===== src/rtl/coso_pkg.sv =====
// Shared definitions for the coherent-sampler readout controller.
package coso_pkg;

    typedef enum logic [1:0] {
        StIdle    = 2'd0,
        StCapture = 2'd1,
        StAck     = 2'd2,
        StRelease = 2'd3
    } state_e;

    localparam int unsigned SyncDepth = 2;

endpackage


===== src/rtl/sync2.sv =====
// Multi-flop synchroniser with asynchronous active-low clear; used for req-type crossings.
module sync2 import coso_pkg::*; #(
    parameter int unsigned Depth = SyncDepth
) (
    input  logic i_clk,
    input  logic i_rst_n,
    input  logic i_d,
    output logic o_q
);

    logic [Depth-1:0] r_sync;

    always_ff @(posedge i_clk or negedge i_rst_n) begin
        if (!i_rst_n) begin
            r_sync <= '0;
        end else begin
            r_sync <= {r_sync[Depth-2:0], i_d};
        end
    end

    assign o_q = r_sync[Depth-1];

endmodule


===== src/rtl/coso_readout_ctrl.sv =====
// Sampler req/ack controller: captures counter values, packs LSBs into words, flags stuck-at-zero.
module coso_readout_ctrl import coso_pkg::*; #(
    parameter int unsigned CntWidth  = 16,
    parameter int unsigned WordWidth = 32,
    parameter int unsigned ZeroLimit = 8
) (
    input  logic                 i_clk,
    input  logic                 i_rst_n,
    input  logic                 i_req,
    input  logic [CntWidth-1:0]  i_cnt,
    output logic                 o_ack,
    output logic [CntWidth-1:0]  o_raw_cnt,
    output logic                 o_raw_valid,
    output logic [WordWidth-1:0] o_word,
    output logic                 o_word_valid,
    input  logic                 i_word_ready,
    output logic                 o_alarm
);

    localparam int unsigned BitCntW = $clog2(WordWidth);

    state_e               r_state, w_state_d;
    logic                 w_req_s;
    logic [BitCntW-1:0]   r_bit_cnt;
    logic [WordWidth-1:0] r_shift, r_word, w_shift_d;
    logic                 r_word_valid, r_ack, r_raw_valid, r_alarm;
    logic [CntWidth-1:0]  r_raw_cnt;
    logic [7:0]           r_zero_cnt, w_zero_d;
    logic                 w_capture, w_last_bit, w_full, w_accept;

    sync2 #(.Depth(SyncDepth)) u_req_sync (
        .i_clk   (i_clk),
        .i_rst_n (i_rst_n),
        .i_d     (i_req),
        .o_q     (w_req_s)
    );

    assign w_capture  = (r_state == StCapture);
    assign w_last_bit = (r_bit_cnt == BitCntW'(WordWidth - 1));
    assign w_full     = r_word_valid && w_last_bit;
    assign w_accept   = r_word_valid && i_word_ready;
    // Shift in at the MSB so the first captured bit ends up at word[0].
    assign w_shift_d  = {i_cnt[0], r_shift[WordWidth-1:1]};
    assign w_zero_d   = (i_cnt != '0)                   ? 8'd0 :
                        (r_zero_cnt < 8'(ZeroLimit))    ? r_zero_cnt + 8'd1 : r_zero_cnt;

    always_comb begin
        w_state_d = r_state;
        case (r_state)
            StIdle:    if (w_req_s && (!w_full || i_word_ready)) w_state_d = StCapture;
            StCapture: w_state_d = StAck;
            StAck:     if (!w_req_s) w_state_d = StRelease;
            StRelease: w_state_d = StIdle;
            default:   w_state_d = StIdle;
        endcase
    end

    always_ff @(posedge i_clk or negedge i_rst_n) begin
        if (!i_rst_n) begin
            r_state      <= StIdle;
            r_ack        <= 1'b0;
            r_raw_valid  <= 1'b0;
            r_raw_cnt    <= '0;
            r_shift      <= '0;
            r_bit_cnt    <= '0;
            r_word       <= '0;
            r_word_valid <= 1'b0;
            r_zero_cnt   <= '0;
            r_alarm      <= 1'b0;
        end else begin
            r_state     <= w_state_d;
            r_ack       <= (w_state_d == StAck);
            r_raw_valid <= w_capture;
            if (w_capture) begin
                r_raw_cnt  <= i_cnt;
                r_shift    <= w_shift_d;
                r_zero_cnt <= w_zero_d;
                r_bit_cnt  <= w_last_bit ? '0 : r_bit_cnt + BitCntW'(1);
                if (w_zero_d == 8'(ZeroLimit)) r_alarm <= 1'b1;
            end
            // A completing capture may coincide with the handshake on the previous word.
            if (w_capture && w_last_bit) begin
                r_word       <= w_shift_d;
                r_word_valid <= 1'b1;
            end else if (w_accept) begin
                r_word_valid <= 1'b0;
            end
        end
    end

    assign o_ack        = r_ack;
    assign o_raw_cnt    = r_raw_cnt;
    assign o_raw_valid  = r_raw_valid;
    assign o_word       = r_word;
    assign o_word_valid = r_word_valid;
    assign o_alarm      = r_alarm;

endmodule


===== config.mk =====
export PLATFORM = sky130hd
export DESIGN_NAME = coso_readout_ctrl
export DESIGN_NICKNAME = d
export VERILOG_FILES = /design/src/rtl/coso_pkg.sv /design/src/rtl/sync2.sv /design/src/rtl/coso_readout_ctrl.sv
export SDC_FILE = /design/constraint.sdc
export NUM_CORES = 1
export LEC_CHECK = 0
export CAP_MARGIN = 25
export CORE_AREA = 10 10 136 76
export DETAILED_ROUTE_END_ITERATION = 10
export DIE_AREA = 0 0 146 86
export GPL_ROUTABILITY_DRIVEN = 0
export PLACE_DENSITY = 0.76
export SLEW_MARGIN = 10
export SYNTH_ARGS = -nofsm -noshare
export SYNTH_HDL_FRONTEND = slang
export SYNTH_SLANG_ARGS = --single-unit

===== constraint.sdc =====
create_clock -name i_clk -period 4.1 [get_ports i_clk]
set_clock_uncertainty 0.15 [all_clocks]
set_input_delay 1.025 -clock i_clk [delete_from_list [all_inputs] [get_ports i_clk]]
set_output_delay 1.025 -clock i_clk [all_outputs]
set_load 0.005 [all_outputs]

After elaboration in Yosys (flattened, before gate mapping):

Cells that the tools add are included.

* $add $sub $neg: 2
* multiply operators: 0
* divide/modulo/power cells: 0
* order comparisons: 1
* equal/unequal tests: 6
* shifts and indexed selects: 0
* mux-type cells: 8
* bitwise gates (word level): 0
* reductions and logical operators: 10

Operators by type and width (number)
* 2-to-1 mux 8 bit: 2
* nonzero test 16 bit: 1
* adder 8 x 1 -> 8 bit, second input constant: 1
* equality test 8 x 4 -> 1 bit, second input constant: 1
* < comparator 8 x 4 -> 1 bit, second input constant: 1
* one-hot mux 2 bit (4 select lines): 1
* equality test 2 bit, second input constant: 3
* adder 5 x 1 -> 5 bit, second input constant: 1
* equality test 5 bit, second input constant: 1
* 2-to-1 mux 5 bit: 1
* logical AND 1 bit: 4
* 2-to-1 mux 2 bit: 2
* equality test 2 x 1 -> 1 bit, second input constant: 1
* zero test 2 bit: 1
* 2-to-1 mux 1 bit: 2
* AND reduction 2 bit: 1
* nonzero test 2 bit: 1
* zero test 1 bit: 1
* logical OR 1 bit: 1

* register bits: 101
* bits in latches: 0
* memory bits (writable): 0
* memory bits (read-only): 0
* bits of input ports: 20
* output and inout port bits: 52
* word-level logic and storage cells: 38
* memories kept: 0

Logic depth before layout (Yosys ltp):

* word-level depth: 8
* gate-level depth with buffers: 7
* mapped depth without buffers: 7

Hierarchy:

Synthesis repeated with hierarchy kept, for this count alone.

* cells, all modules: 250
* area, all modules: 3890.0 um^2

By module, submodules not included
* coso_readout_ctrl: instances 1, cells each 248, area each 3839.9 um^2, seq. area each 2427.3 um^2
* sync2: instances 1, cells each 2, area each 50.0 um^2, seq. area each 50.0 um^2

Worst setup path after synthesis:

OpenSTA, ideal clock, no wires.

* path kind: input port to flip-flop
* start: input i_cnt[2]
* end: register r_zero_cnt[0]
* setup time: 0.064 ns
* arrival time: 1.828 ns
* required time: 3.886 ns
* path slack: 2.058 ns
* stages: 4
* buffers on the path: 0
* path through: nor4_2 -> nand4_2 -> nor3b_2 -> mux2_2

* longest elaborated chain between the ends: 2

RTL lines
* start, declared: RTL line coso_readout_ctrl.sv:10 `input logic [CntWidth-1:0] i_cnt,`
* nonzero test 16 bit: RTL line coso_readout_ctrl.sv:44 `assign w_zero_d = (i_cnt != '0) ? 8'd0 :`
* 2-to-1 mux 8 bit: RTL line coso_readout_ctrl.sv:44
* end signal, assigned: RTL line coso_readout_ctrl.sv:77 `r_zero_cnt <= w_zero_d;`
* end, declared: RTL line coso_readout_ctrl.sv:28 `logic [7:0] r_zero_cnt, w_zero_d;`

Every way passes these cells.
A chain may end at the register's enable or synchronous reset.

Final worst setup path:

* start: register r_raw_cnt[0], in the netlist o_raw_cnt[0]
* end: output o_raw_cnt[0]

RTL lines
* start, declared: RTL line coso_readout_ctrl.sv:27 `logic [CntWidth-1:0] r_raw_cnt;`
* start signal, assigned: RTL line coso_readout_ctrl.sv:75 `r_raw_cnt <= i_cnt;`
* end, declared: RTL line coso_readout_ctrl.sv:12 `output logic [CntWidth-1:0] o_raw_cnt,`

No word-level cell between the ends.

==> flow_metrics.py <==
metrics = {
    "drt": {
        "initialDrtViolationCount": 65,
        "drt-total-wl_um": 7610,
        "routed_via_density": 5.08,
        "postRouteAntennaNets": 0,
        "wl_per_cell_um": 17.2,
        "dr.pass1.iters": 4,
        "vias": 2239,
        "route.detailed.drc": 0,
    },
    "yosys": {
        "async_reset_ff_frac": 1.00,
        "synth_cell_types": 31,
        "syn_inst": 249,
        "synthTopCellsByArea": "dfrtp_1 (64%), mux2_2 (24%), ha_1 (1.9%)",
        "yosysSeqAreaShare": 0.637,
        "synth-edff-count": 0,
        "synth_common_cells": "dfrtp_1 (99), mux2_2 (83), buf_2 (9)",
        "synth_area_mm2": 0.00389,
        "synth.avg_cell_area_um2": 15.6,
        "yosys_warnings": 0,
        "synth_ff_type": "dfrtp_1",
        "yosysMostFrequentCell": "dfrtp_1",
        "syn_nets": 275,
        "synth_top_area_share": 0.637,
        "synth_top_area_cell": "dfrtp_1",
        "synth_seq_cells": 99,
    },
    "floorplanning": {
        "dieArea_mm2": 0.0126,
        "boundaryPins": 72,
        "die_w_um": 146,
        "initial_core_util": 0.495,
        "num_rows": 23,
        "core-area_mm2": 0.00786,
        "fp.dieH_um": 86,
    },
    "worst_setup_path": {
        "cp_slowest_stage_delay_ps": 540,
        "worstPathMaxFanout": 4,
        "path_buf_inv": 1,
        "worstPathCellList": "clkdlybuf4s50_1",
        "criticalPathCategory": "reg -> out",
        "crit_path_end_kind": "output port",
        "cp.arrival_ps": 1260,
        "cp_slowest_cell": "clkdlybuf4s50_1",
        "worstPathRequired_ps": 2920,
        "cp_top_family": "buffers and inverters",
        "crit_path_start_kind": "register",
    },
    "sta": {
        "setup_tns_ps": 0,
        "rsz0062_at_grt": "false",
        "layout_min_cycle_time_ps": 2440,
        "tightest_slew_ps": 797,
        "timing.fmax_mhz": 410,
        "setup_viol": 0,
        "hold_viol_final": 0,
        "drv_slew": 0,
        "period_share": 0.595,
        "max-slew-margin-rel": 0.467,
    },
    "clocking": {
        "holdBufCountCts": 0,
        "h-tree-depth": 3,
        "worstSkewPairLatency_ps": 340,
        "cts_sinks": 99,
        "cts_resized": 0,
        "postCtsSetupBuffers": 0,
        "tritoncts": "done",
        "clk_pin_slew_ps": 60,
        "cts.path.max_buffers": 2,
        "cts-root-buf": "clkbuf_16",
        "cts_made_buffers": 9,
    },
    "cells_and_area": {
        "final_cell_area_mm2": 0.00504,
        "final-seq-area_mm2": 0.00248,
        "drive_gt1_frac": 0.337,
        "syn_to_final_growth_pct": 29.6,
        "antennaDiodeCount": 0,
        "multiInputGateArea_mm2": 0.00134,
        "finalNetCount": 350,
        "nFillCells": 601,
    },
    "flow_run": {
        "maxCapViolCount": 0,
    },
    "grt": {
        "grt-busiest-layer": "met2",
        "grt_pass1_vias": 2543,
        "grt_use_total": 0.126,
        "grt.met3_usage": 0.0472,
        "grt_max_degree": 44,
        "grt_pass1_wl_um": 12700,
        "antenna_found_initial": 0,
        "met1_usage": 0.130,
        "grt_use_met2": 0.232,
        "grt-ovfl-total": 0,
    },
    "outcome": {
        "outcome": "finished clean",
    },
    "power_and_ir_drop": {
        "power_density_mw_per_mm2": 640,
        "p_leak_nw": 2.30,
        "ir_worst_vdd_v": 0.000249,
    },
    "min_path": {
        "hp-class": "reg -> reg",
    },
    "place": {
        "place_hpwl_um": 5280,
        "placed_cell_area_mm2": 0.00471,
        "port_buffers": 71,
    },
}
## registers in the layout, summed over array words and instances, names as in the netlist
register,cells
r_shift,30
r_state,2
r_zero_cnt,8
o_raw_cnt,16
u_req_sync.r_sync,2
r_bit_cnt,5
o_ack,1
o_raw_valid,1
o_alarm,1
o_word_valid,1
o_word,32
## layout make-up
cell class | count | area share
Clock buffer | 12 | 0.0509
Clock inverter | 4 | 0.0144
Inverter | 5 | 0.00372
Multi-Input combinational cell | 135 | 0.267
Sequential cell | 99 | 0.492
Tap cell | 112 | 0.0278
Timing Repair Buffer | 74 | 0.145
## report_power, final
group	internal (mW)	switching (mW)
Combinational	0.580	0.362
Sequential	1.23	0.148
Clock	0.567	0.344
## per-stage QoR
step,hold slack (ps),setup WS [ps],utilization,std cells,power [mW]
4_1_cts,213,1650,0.642,441,3.27
2_1_floorplan,181,2060,-,249,1.88
3_5_place_dp,195,1450,0.600,425,2.34
3_3_place_gp,185,1500,0.600,425,2.29
5_1_grt,227,1530,0.642,441,3.40
6_report,212,1660,0.642,441,3.23
## routing by layer
metal	part of all wire	wire, µm	up-vias
li1	-	-	1029
met1	0.41	3080	1151
met2	0.53	4070	45
met3	0.041	312	14
met4	0.019	144	0
met5	0	0	-
## cells by family (layout without fill, tap and decap cells)
group	Yosys count	after routing	synth area share
AOI/OAI and AO/OA	11	11	0.0196
DFF	99	99	0.637
xor gates and xnor gates	1	1	0.00225
muxes	84	84	0.243
buffers and inverters	15	95	0.0183
and+or+nand+nor	33	33	0.0608
adders and majority gates	6	6	0.0193
## layout by cell type, fill, tap and decap left out, drive strengths merged, types with 2 or more instances in the layout
| cell | synthesis | layout |
|---|---|---|
| a21oi | 2 | 2 |
| and2 | 5 | 5 |
| buf | 10 | 4 |
| bufinv | 0 | 2 |
| clkbuf | 0 | 12 |
| clkdlybuf4s50 | 0 | 70 |
| dfrtp | 99 | 99 |
| ha | 6 | 6 |
| inv | 5 | 5 |
| mux2 | 83 | 83 |
| nand2 | 5 | 5 |
| nand3 | 4 | 4 |
| nand3b | 2 | 2 |
| nor2 | 6 | 6 |
| nor3 | 2 | 2 |
| nor4 | 5 | 5 |
| o21ai | 3 | 3 |
| o2bb2ai | 2 | 2 |
## path summary, 6_finish.rpt
path,startpoint,endpoint,slack [ps],cells after the start
min reg2reg,u_req_sync.r_sync[0]$_DFF_PN0_,u_req_sync.r_sync[1]$_DFF_PN0_,210,0
max,o_raw_cnt[0]$_DFFE_PN0P_,o_raw_cnt[0],1660,1
min,u_req_sync.r_sync[0]$_DFF_PN0_,u_req_sync.r_sync[1]$_DFF_PN0_,210,0
max in group asynchronous,i_rst_n,o_word[8]$_DFFE_PN0P_,2500,2
max reg2reg,r_state[1]$_DFF_PN0_,o_word[22]$_DFFE_PN0P_,1710,4
min in group asynchronous,i_rst_n,o_word[25]$_DFFE_PN0P_,520,1
(Power assumes the default switching activity.)
